<file path="config.mk">
export PLATFORM = sky130hd
export DESIGN_NAME = axi_addr_arbiter_flat
export DESIGN_NICKNAME = d
export VERILOG_FILES = /design/src/rtl/axi_addr_arbiter_if.sv /design/src/rtl/axi_addr_arbiter.sv /design/src/flat_wrapper.sv
export SDC_FILE = /design/constraint.sdc
export NUM_CORES = 1
export LEC_CHECK = 0
export CAP_MARGIN = 20
export CORE_MARGIN = 5
export CORE_UTILIZATION = 34
export CTS_CLUSTER_SIZE = 12
export DETAILED_ROUTE_END_ITERATION = 16
export PLACE_DENSITY_LB_ADDON = 0.1
export RECOVER_POWER = 100
export SLEW_MARGIN = 20
export SYNTH_ARGS = -nofsm -noshare
export SYNTH_HDL_FRONTEND = slang
export SYNTH_SLANG_ARGS = --single-unit
</file>
<file path="constraint.sdc">
create_clock -name aclk -period 1.8 [get_ports aclk]
set_input_delay 0.18 -clock aclk [delete_from_list [all_inputs] [get_ports aclk]]
set_output_delay 0.18 -clock aclk [all_outputs]
set_load 0.02 [all_outputs]
</file>
<file path="src/rtl/axi_addr_arbiter_if.sv">
// axi_addr_arbiter_if: bundles the requester-side and memory-side address
// channel signals of axi_addr_arbiter.
// The master modport is the arbiter's own view: it accepts requests and drives
// the shared channel.
// The slave modport is the environment's view: it covers the requesters and
// the downstream interconnect.
interface axi_addr_arbiter_if #(
  parameter int NUM_PORTS      = 2,
  parameter int PORT_SEL_WIDTH = 1,
  parameter int ADDR_WIDTH     = 32,
  parameter int ID_WIDTH       = 8
);

  logic [NUM_PORTS*ID_WIDTH-1:0]       s_axid;
  logic [NUM_PORTS*ADDR_WIDTH-1:0]     s_axaddr;
  logic [NUM_PORTS*8-1:0]              s_axlen;
  logic [NUM_PORTS*3-1:0]              s_axsize;
  logic [NUM_PORTS*2-1:0]              s_axburst;
  logic [NUM_PORTS-1:0]                s_axlock;
  logic [NUM_PORTS*4-1:0]              s_axcache;
  logic [NUM_PORTS*3-1:0]              s_axprot;
  logic [NUM_PORTS-1:0]                s_axvalid;
  logic [NUM_PORTS-1:0]                s_axready;

  logic [ID_WIDTH+PORT_SEL_WIDTH-1:0]  m_axid;
  logic [ADDR_WIDTH-1:0]               m_axaddr;
  logic [7:0]                          m_axlen;
  logic [2:0]                          m_axsize;
  logic [1:0]                          m_axburst;
  logic                                m_axlock;
  logic [3:0]                          m_axcache;
  logic [2:0]                          m_axprot;
  logic                                m_axvalid;
  logic                                m_axready;

  modport master (
    input  s_axid, s_axaddr, s_axlen, s_axsize, s_axburst, s_axlock,
           s_axcache, s_axprot, s_axvalid,
    output s_axready,
    output m_axid, m_axaddr, m_axlen, m_axsize, m_axburst, m_axlock,
           m_axcache, m_axprot, m_axvalid,
    input  m_axready
  );

  modport slave (
    output s_axid, s_axaddr, s_axlen, s_axsize, s_axburst, s_axlock,
           s_axcache, s_axprot, s_axvalid,
    input  s_axready,
    input  m_axid, m_axaddr, m_axlen, m_axsize, m_axburst, m_axlock,
           m_axcache, m_axprot, m_axvalid,
    output m_axready
  );

endinterface

</file>
<file path="src/rtl/axi_addr_arbiter.sv">
// axi_addr_arbiter: shares one AXI4 AR/AW channel between NUM_PORTS burst
// requesters.
// Whole bursts are granted in round-robin order, through one registered
// output stage.
// The winning port index is prepended to the outgoing ID, so that responses
// can be steered back to the right requester.
// Optional feature, enabled by defining AXI_ADDR_ARBITER_GRANT_HOLD_EN:
// - a port may win up to MAX_HOLD consecutive bursts before the pointer moves
//   on, which keeps streaming bursts together for DRAM page locality.
module axi_addr_arbiter #(
  parameter int NUM_PORTS      = 2,
  parameter int PORT_SEL_WIDTH = 1,
  parameter int ADDR_WIDTH     = 32,
  parameter int ID_WIDTH       = 8,
  parameter int MAX_HOLD       = 4
) (
  input  logic              aclk,
  input  logic              resetn,
  axi_addr_arbiter_if.master bus
);

  localparam int SW1 = PORT_SEL_WIDTH + 1;

  if (NUM_PORTS < 2 || NUM_PORTS > 8) begin : gBadPorts
    $error("axi_addr_arbiter: NUM_PORTS must be in 2..8");
  end
  if (PORT_SEL_WIDTH < $clog2(NUM_PORTS)) begin : gBadSel
    $error("axi_addr_arbiter: PORT_SEL_WIDTH too small for NUM_PORTS");
  end
  if (MAX_HOLD < 1) begin : gBadHold
    $error("axi_addr_arbiter: MAX_HOLD must be at least 1");
  end

  typedef enum logic {EMPTY, FULL} state_t;

  state_t                    state;
  logic [PORT_SEL_WIDTH-1:0] rrPtr;
  logic [PORT_SEL_WIDTH-1:0] sel;
  logic [PORT_SEL_WIDTH-1:0] selNext;
  logic                      anyValid;
  logic [2*NUM_PORTS-1:0]    validTwice;
  logic [NUM_PORTS-1:0]      rotValid;
  logic [SW1-1:0]            sum;

  logic [ID_WIDTH-1:0]       selId;
  logic [ADDR_WIDTH-1:0]     selAddr;
  logic [7:0]                selLen;
  logic [2:0]                selSize;
  logic [1:0]                selBurst;
  logic                      selLock;
  logic [3:0]                selCache;
  logic [2:0]                selProt;

`ifdef AXI_ADDR_ARBITER_GRANT_HOLD_EN
  localparam int HOLD_W = $clog2(MAX_HOLD + 1);
  logic [HOLD_W-1:0] holdCnt;
`endif

  // Round-robin pick: rotate valids so rrPtr lands on bit 0, then take the first set bit
  always_comb begin
    validTwice = {bus.s_axvalid, bus.s_axvalid};
    rotValid   = NUM_PORTS'(validTwice >> rrPtr);
    sel        = '0;
    anyValid   = 1'b0;
    sum        = '0;
    for (int k = 0; k < NUM_PORTS; k++) begin
      if (!anyValid && rotValid[k]) begin
        anyValid = 1'b1;
        sum      = SW1'(rrPtr) + SW1'(k);
        if (sum >= SW1'(NUM_PORTS)) begin
          sum = sum - SW1'(NUM_PORTS);
        end
        sel = sum[PORT_SEL_WIDTH-1:0];
      end
    end
    selNext = ((SW1'(sel) + SW1'(1)) == SW1'(NUM_PORTS)) ? '0 : sel + 1'b1;
  end

  // Mux the winner's request fields, and raise its ready only when the output stage is empty
  always_comb begin
    selId         = '0;
    selAddr       = '0;
    selLen        = '0;
    selSize       = '0;
    selBurst      = '0;
    selLock       = 1'b0;
    selCache      = '0;
    selProt       = '0;
    bus.s_axready = '0;
    for (int i = 0; i < NUM_PORTS; i++) begin
      if (sel == PORT_SEL_WIDTH'(i)) begin
        selId    = bus.s_axid[i*ID_WIDTH +: ID_WIDTH];
        selAddr  = bus.s_axaddr[i*ADDR_WIDTH +: ADDR_WIDTH];
        selLen   = bus.s_axlen[i*8 +: 8];
        selSize  = bus.s_axsize[i*3 +: 3];
        selBurst = bus.s_axburst[i*2 +: 2];
        selLock  = bus.s_axlock[i];
        selCache = bus.s_axcache[i*4 +: 4];
        selProt  = bus.s_axprot[i*3 +: 3];
        bus.s_axready[i] = resetn && (state == EMPTY) && anyValid;
      end
    end
  end

  // Output stage FSM: capture a grant when EMPTY, release it on the downstream handshake
  always_ff @(posedge aclk) begin
    if (!resetn) begin
      state         <= EMPTY;
      rrPtr         <= '0;
      bus.m_axvalid <= 1'b0;
      bus.m_axid    <= '0;
      bus.m_axaddr  <= '0;
      bus.m_axlen   <= '0;
      bus.m_axsize  <= '0;
      bus.m_axburst <= '0;
      bus.m_axlock  <= 1'b0;
      bus.m_axcache <= '0;
      bus.m_axprot  <= '0;
`ifdef AXI_ADDR_ARBITER_GRANT_HOLD_EN
      holdCnt       <= '0;
`endif
    end else begin
      case (state)
        EMPTY: begin
          if (anyValid) begin
            state         <= FULL;
            bus.m_axvalid <= 1'b1;
            bus.m_axid    <= {sel, selId};
            bus.m_axaddr  <= selAddr;
            bus.m_axlen   <= selLen;
            bus.m_axsize  <= selSize;
            bus.m_axburst <= selBurst;
            bus.m_axlock  <= selLock;
            bus.m_axcache <= selCache;
            bus.m_axprot  <= selProt;
`ifdef AXI_ADDR_ARBITER_GRANT_HOLD_EN
            if (sel == rrPtr && holdCnt < HOLD_W'(MAX_HOLD - 1)) begin
              holdCnt <= holdCnt + 1'b1;
            end else begin
              rrPtr   <= selNext;
              holdCnt <= '0;
            end
`else
            rrPtr <= selNext;
`endif
          end
        end
        FULL: begin
          if (bus.m_axready) begin
            state         <= EMPTY;
            bus.m_axvalid <= 1'b0;
          end
        end
      endcase
    end
  end

endmodule

</file>
<file path="src/flat_wrapper.sv">
// flat-port wrapper written by rule: the top's interface ports become plain ports
module axi_addr_arbiter_flat 
#(
  parameter int NUM_PORTS      = 2,
  parameter int PORT_SEL_WIDTH = 1,
  parameter int ADDR_WIDTH     = 32,
  parameter int ID_WIDTH       = 8,
  parameter int MAX_HOLD       = 4
)
  (aclk, resetn, bus_s_axid, bus_s_axaddr, bus_s_axlen, bus_s_axsize, bus_s_axburst, bus_s_axlock, bus_s_axcache, bus_s_axprot, bus_s_axvalid, bus_s_axready, bus_m_axid, bus_m_axaddr, bus_m_axlen, bus_m_axsize, bus_m_axburst, bus_m_axlock, bus_m_axcache, bus_m_axprot, bus_m_axvalid, bus_m_axready);
  axi_addr_arbiter_if #(.NUM_PORTS(NUM_PORTS), .PORT_SEL_WIDTH(PORT_SEL_WIDTH), .ADDR_WIDTH(ADDR_WIDTH), .ID_WIDTH(ID_WIDTH)) bus_i ();
  input  logic aclk;
  input  logic resetn;
  input wire logic [$bits(bus_i.s_axid)-1:0] bus_s_axid;
  input wire logic [$bits(bus_i.s_axaddr)-1:0] bus_s_axaddr;
  input wire logic [$bits(bus_i.s_axlen)-1:0] bus_s_axlen;
  input wire logic [$bits(bus_i.s_axsize)-1:0] bus_s_axsize;
  input wire logic [$bits(bus_i.s_axburst)-1:0] bus_s_axburst;
  input wire logic [$bits(bus_i.s_axlock)-1:0] bus_s_axlock;
  input wire logic [$bits(bus_i.s_axcache)-1:0] bus_s_axcache;
  input wire logic [$bits(bus_i.s_axprot)-1:0] bus_s_axprot;
  input wire logic [$bits(bus_i.s_axvalid)-1:0] bus_s_axvalid;
  output wire logic [$bits(bus_i.s_axready)-1:0] bus_s_axready;
  output wire logic [$bits(bus_i.m_axid)-1:0] bus_m_axid;
  output wire logic [$bits(bus_i.m_axaddr)-1:0] bus_m_axaddr;
  output wire logic [$bits(bus_i.m_axlen)-1:0] bus_m_axlen;
  output wire logic [$bits(bus_i.m_axsize)-1:0] bus_m_axsize;
  output wire logic [$bits(bus_i.m_axburst)-1:0] bus_m_axburst;
  output wire logic [$bits(bus_i.m_axlock)-1:0] bus_m_axlock;
  output wire logic [$bits(bus_i.m_axcache)-1:0] bus_m_axcache;
  output wire logic [$bits(bus_i.m_axprot)-1:0] bus_m_axprot;
  output wire logic [$bits(bus_i.m_axvalid)-1:0] bus_m_axvalid;
  input wire logic [$bits(bus_i.m_axready)-1:0] bus_m_axready;
  assign bus_i.s_axid = bus_s_axid;
  assign bus_i.s_axaddr = bus_s_axaddr;
  assign bus_i.s_axlen = bus_s_axlen;
  assign bus_i.s_axsize = bus_s_axsize;
  assign bus_i.s_axburst = bus_s_axburst;
  assign bus_i.s_axlock = bus_s_axlock;
  assign bus_i.s_axcache = bus_s_axcache;
  assign bus_i.s_axprot = bus_s_axprot;
  assign bus_i.s_axvalid = bus_s_axvalid;
  assign bus_s_axready = bus_i.s_axready;
  assign bus_m_axid = bus_i.m_axid;
  assign bus_m_axaddr = bus_i.m_axaddr;
  assign bus_m_axlen = bus_i.m_axlen;
  assign bus_m_axsize = bus_i.m_axsize;
  assign bus_m_axburst = bus_i.m_axburst;
  assign bus_m_axlock = bus_i.m_axlock;
  assign bus_m_axcache = bus_i.m_axcache;
  assign bus_m_axprot = bus_i.m_axprot;
  assign bus_m_axvalid = bus_i.m_axvalid;
  assign bus_i.m_axready = bus_m_axready;
  axi_addr_arbiter #(.NUM_PORTS(NUM_PORTS), .PORT_SEL_WIDTH(PORT_SEL_WIDTH), .ADDR_WIDTH(ADDR_WIDTH), .ID_WIDTH(ID_WIDTH), .MAX_HOLD(MAX_HOLD)) u_core (.aclk(aclk), .resetn(resetn), .bus(bus_i));
endmodule
</file>
==> impl_metrics.yaml <==
outcome:
  status: "finished clean"
setup_path:
  arrival_ns: 1.89
  r2r_setup_slack_ns: 0.30
  crit_path_max_fanout: 14
  worstPathRequired_ns: 2.02
  crit_start: "bus_s_axvalid[1]"
  critPathCaptureType: "register"
  cp-start-kind: "primary input"
  reg2reg_to: "u_core.bus.m_axaddr[10]"
  path_class: "in -> reg"
  rr_worst_depth: 5
  endpoint: "u_core.bus.m_axaddr[0]"
  worstReg2RegStart: "u_core.state"
logic_synthesis:
  synth_top_area_cell: "dfxtp_1"
  synth-compound-area-share: 0.260
  synth.area.top_cells: "dfxtp_1 50%, a221o_1 22%, and3_1 15%"
  yosysWarnings: 0
  synthMuxAreaShare: 0
  synthXorXnorAreaFrac: 0
  synth_fa_ha_area_frac: 0
  yosysSeqAreaShare: 0.499
  synth_area_per_cell_sq_um: 11.5
  syn_nets: 353
  yosys.area_share.simple: 0.165
  ys_types: 17
  synthCells: 226
  synth_top_family_by_area: "compound AO/OA/AOI/OAI gates"
  synth_seq_cells: 65
  synth_area_sq_um: 2610
  synth_top_area_share: 0.499
clock_tree:
  worstSkewPairLatency_ns: 0.33
  cts.sinks: 65
  clkTransAtPathRegs_ns: 0.08
  numCtsBuffers: 9
  cts_tree: "built"
  hold_buffers: 0
  h-tree-depth: 3
  root_buffer: "clkbuf_8"
  clockBufferDepth: 2
die:
  coreArea_sq_um: 7610
  die-area_sq_um: 9530
  initial_core_util: 0.343
  num_rows: 32
  fp.dieW_um: 97.6
  ios: 192
  chipHeight_um: 97.6
timing:
  finalMaxSlewViolations: 0
  setup-violations-final: 0
  finalWorstSetupSlack_ns: 0.137
  tightestPinTransition_ns: 0.539
  rsz0062_at_grt: "no"
  relSlewSlack: 0.641
  post-route-period-util: 0.924
  tns_ns: 0
  fmax_mhz: 601
  post-route-min-period_ns: 1.66
  fin_skew_ns: 0.0109
  final_hold_viol_count: 0
placed_design:
  dp_slack_ns: -0.0644
  dp_hpwl_um: 6690
  portBuffers: 191
  gp_congestion: 0.746
  dp.cells: 507
power_and_ir_drop:
  clock_power_share: 0.301
  cellLeakagePower_nw: 2.23
  sw_frac_of_total: 0.273
  share_seq_of_total_power: 0.440
  power_density_nw_per_um2: 779
  p_int_w: 0.00269
  power.net_switching_w: 0.00101
  combPwrFrac: 0.259
  ir_drop_mv: 0.326
route:
  antenna_left: 0
  drc: 0
  num_vias: 2710
  drt_first_iter_violations: 105
  drt_pass1_iterations: 4
  wl_per_cell_um: 17.9
  viasPerCell: 5.18
  finalWirelength_um: 9360
cells_and_area:
  area_growth_pct: 81.9
  fillCellCount: 624
  final_core_utilization: 0.624
  layout-drive-gt1-share: 0.0879
  stdcell_count: 523
  nets: 543
  diodes: 0
global_route:
  grt.overflow.total: 0
  grt_max_degree: 65
  grt_pass1_vias: 2924
  antenna_found_initial: 0
  grt_pass1_wl_um: 15000
  grt_usage: 0.196
hold_path:
  hold_path_class: "in -> reg"
  hold_path.startpoint: "bus_s_axlock[0]"
flow_run:
  maxCapViolCount: 0
metal layers:
metal  vias to the layer above  wire length, um  global-route usage
met5                         -                0                   0
met2                       126             4470               0.316
met4                         0              231              0.0799
met1                      1270             3840               0.235
li1                       1295                -                   -
met3                        19              817              0.0718
Yosys cell counts:
cell type	count
a21boi_0	1
o21bai_2	1
buf_6	13
nand2_1	2
a221o_2	3
a21o_1	2
and2_1	1
inv_2	1
and3_1	61
dfxtp_1	65
a211oi_4	1
a221o_1	58
nor3b_2	1
clkbuf_1	13
nand2b_4	1
nor2b_2	1
o311a_2	1
worst min-delay path by stage:
stage                         endpoint  cells past startpoint  slack [ns]
2_1_floorplan  u_core.bus.m_axaddr[10]                      1        0.32
3_3_place_gp      u_core.bus.m_axid[8]                      1        0.44
3_5_place_dp      u_core.bus.m_axid[8]                      1        0.45
4_1_cts            u_core.bus.m_axlock                      2        0.43
5_1_grt        u_core.bus.m_axburst[0]                      2        0.44
6_report           u_core.bus.m_axlock                      2        0.45
power groups by stage:
stage	clock network [W]	logic [W]	registers [W]
detailed placement	0	0.00102	0.00166
global route	0.00121	0.00102	0.00164
floorplan	0	0.000259	0.00181
global placement	0	0.00100	0.00166
finish	0.00111	0.000958	0.00163
CTS	0.00114	0.00102	0.00163
critical path, stage by stage:
cell           delay [ns]
dlygate4sd3_1        0.64
clkbuf_1             0.15
o21bai_1             0.15
clkbuf_2             0.26
and3_1               0.23
a221o_2              0.29
flip-flops by register name (all words and copies together), names as in the netlist:
signal	count
u_core.bus.m_axaddr	32
u_core.bus.m_axburst	2
u_core.bus.m_axcache	4
u_core.bus.m_axid	9
u_core.bus.m_axlen	8
u_core.bus.m_axlock	1
u_core.bus.m_axprot	3
u_core.bus.m_axsize	3
u_core.bus.m_axvalid	1
u_core.rrPtr	1
u_core.state	1
cell families after synthesis:
kind of cell	after synthesis
flip-flops	65
buffers and inverters	27
AND/OR/NAND/NOR	67
AO/OA/AOI/OAI	67
cells in the final DEF (no fill, tap or decap), types with 2 or more instances in the layout:
cell type	netlist	layout
clkinv_2	0	3
buf_12	0	2
dfxtp_1	65	65
clkbuf_8	0	11
a221o_1	58	58
buf_4	0	10
dlygate4sd3_1	0	64
clkdlybuf4s50_1	0	124
clkbuf_1	13	3
nand2_1	2	2
and3_1	61	61
dlygate4sd2_1	0	2
a221o_2	3	3
a21o_1	2	2
timing repair:
| action | 4_1_cts | 5_1_grt |
|---|---|---|
| endpoints found under the hold margin | 0 | 0 |
| buffers inserted | 0 | 0 |
| resized for setup | 2 | 0 |
| setup endpoints to repair | 2 | 0 |
stage by stage:
step           total power [W]  instance area [sq um]  hold slack (ns)
2_1_floorplan          0.00207                   2610            0.318
3_3_place_gp           0.00267                   4590            0.437
3_5_place_dp           0.00268                   4590            0.447
4_1_cts                0.00379                   4760            0.434
5_1_grt                0.00388                   4750            0.440
6_report               0.00370                   4750            0.450
area by class of cell:
type,count,area (sq um),area share
Clock buffer,13,159,0.0335
Clock inverter,3,15.0,0.00316
Inverter,1,3.75,0.000791
Multi-Input combinational cell,134,1110,0.234
Sequential cell,65,1300,0.274
Tap cell,102,128,0.0269
Timing Repair Buffer,205,2030,0.427
No activity file was read; power rests on OpenSTA's default activity.
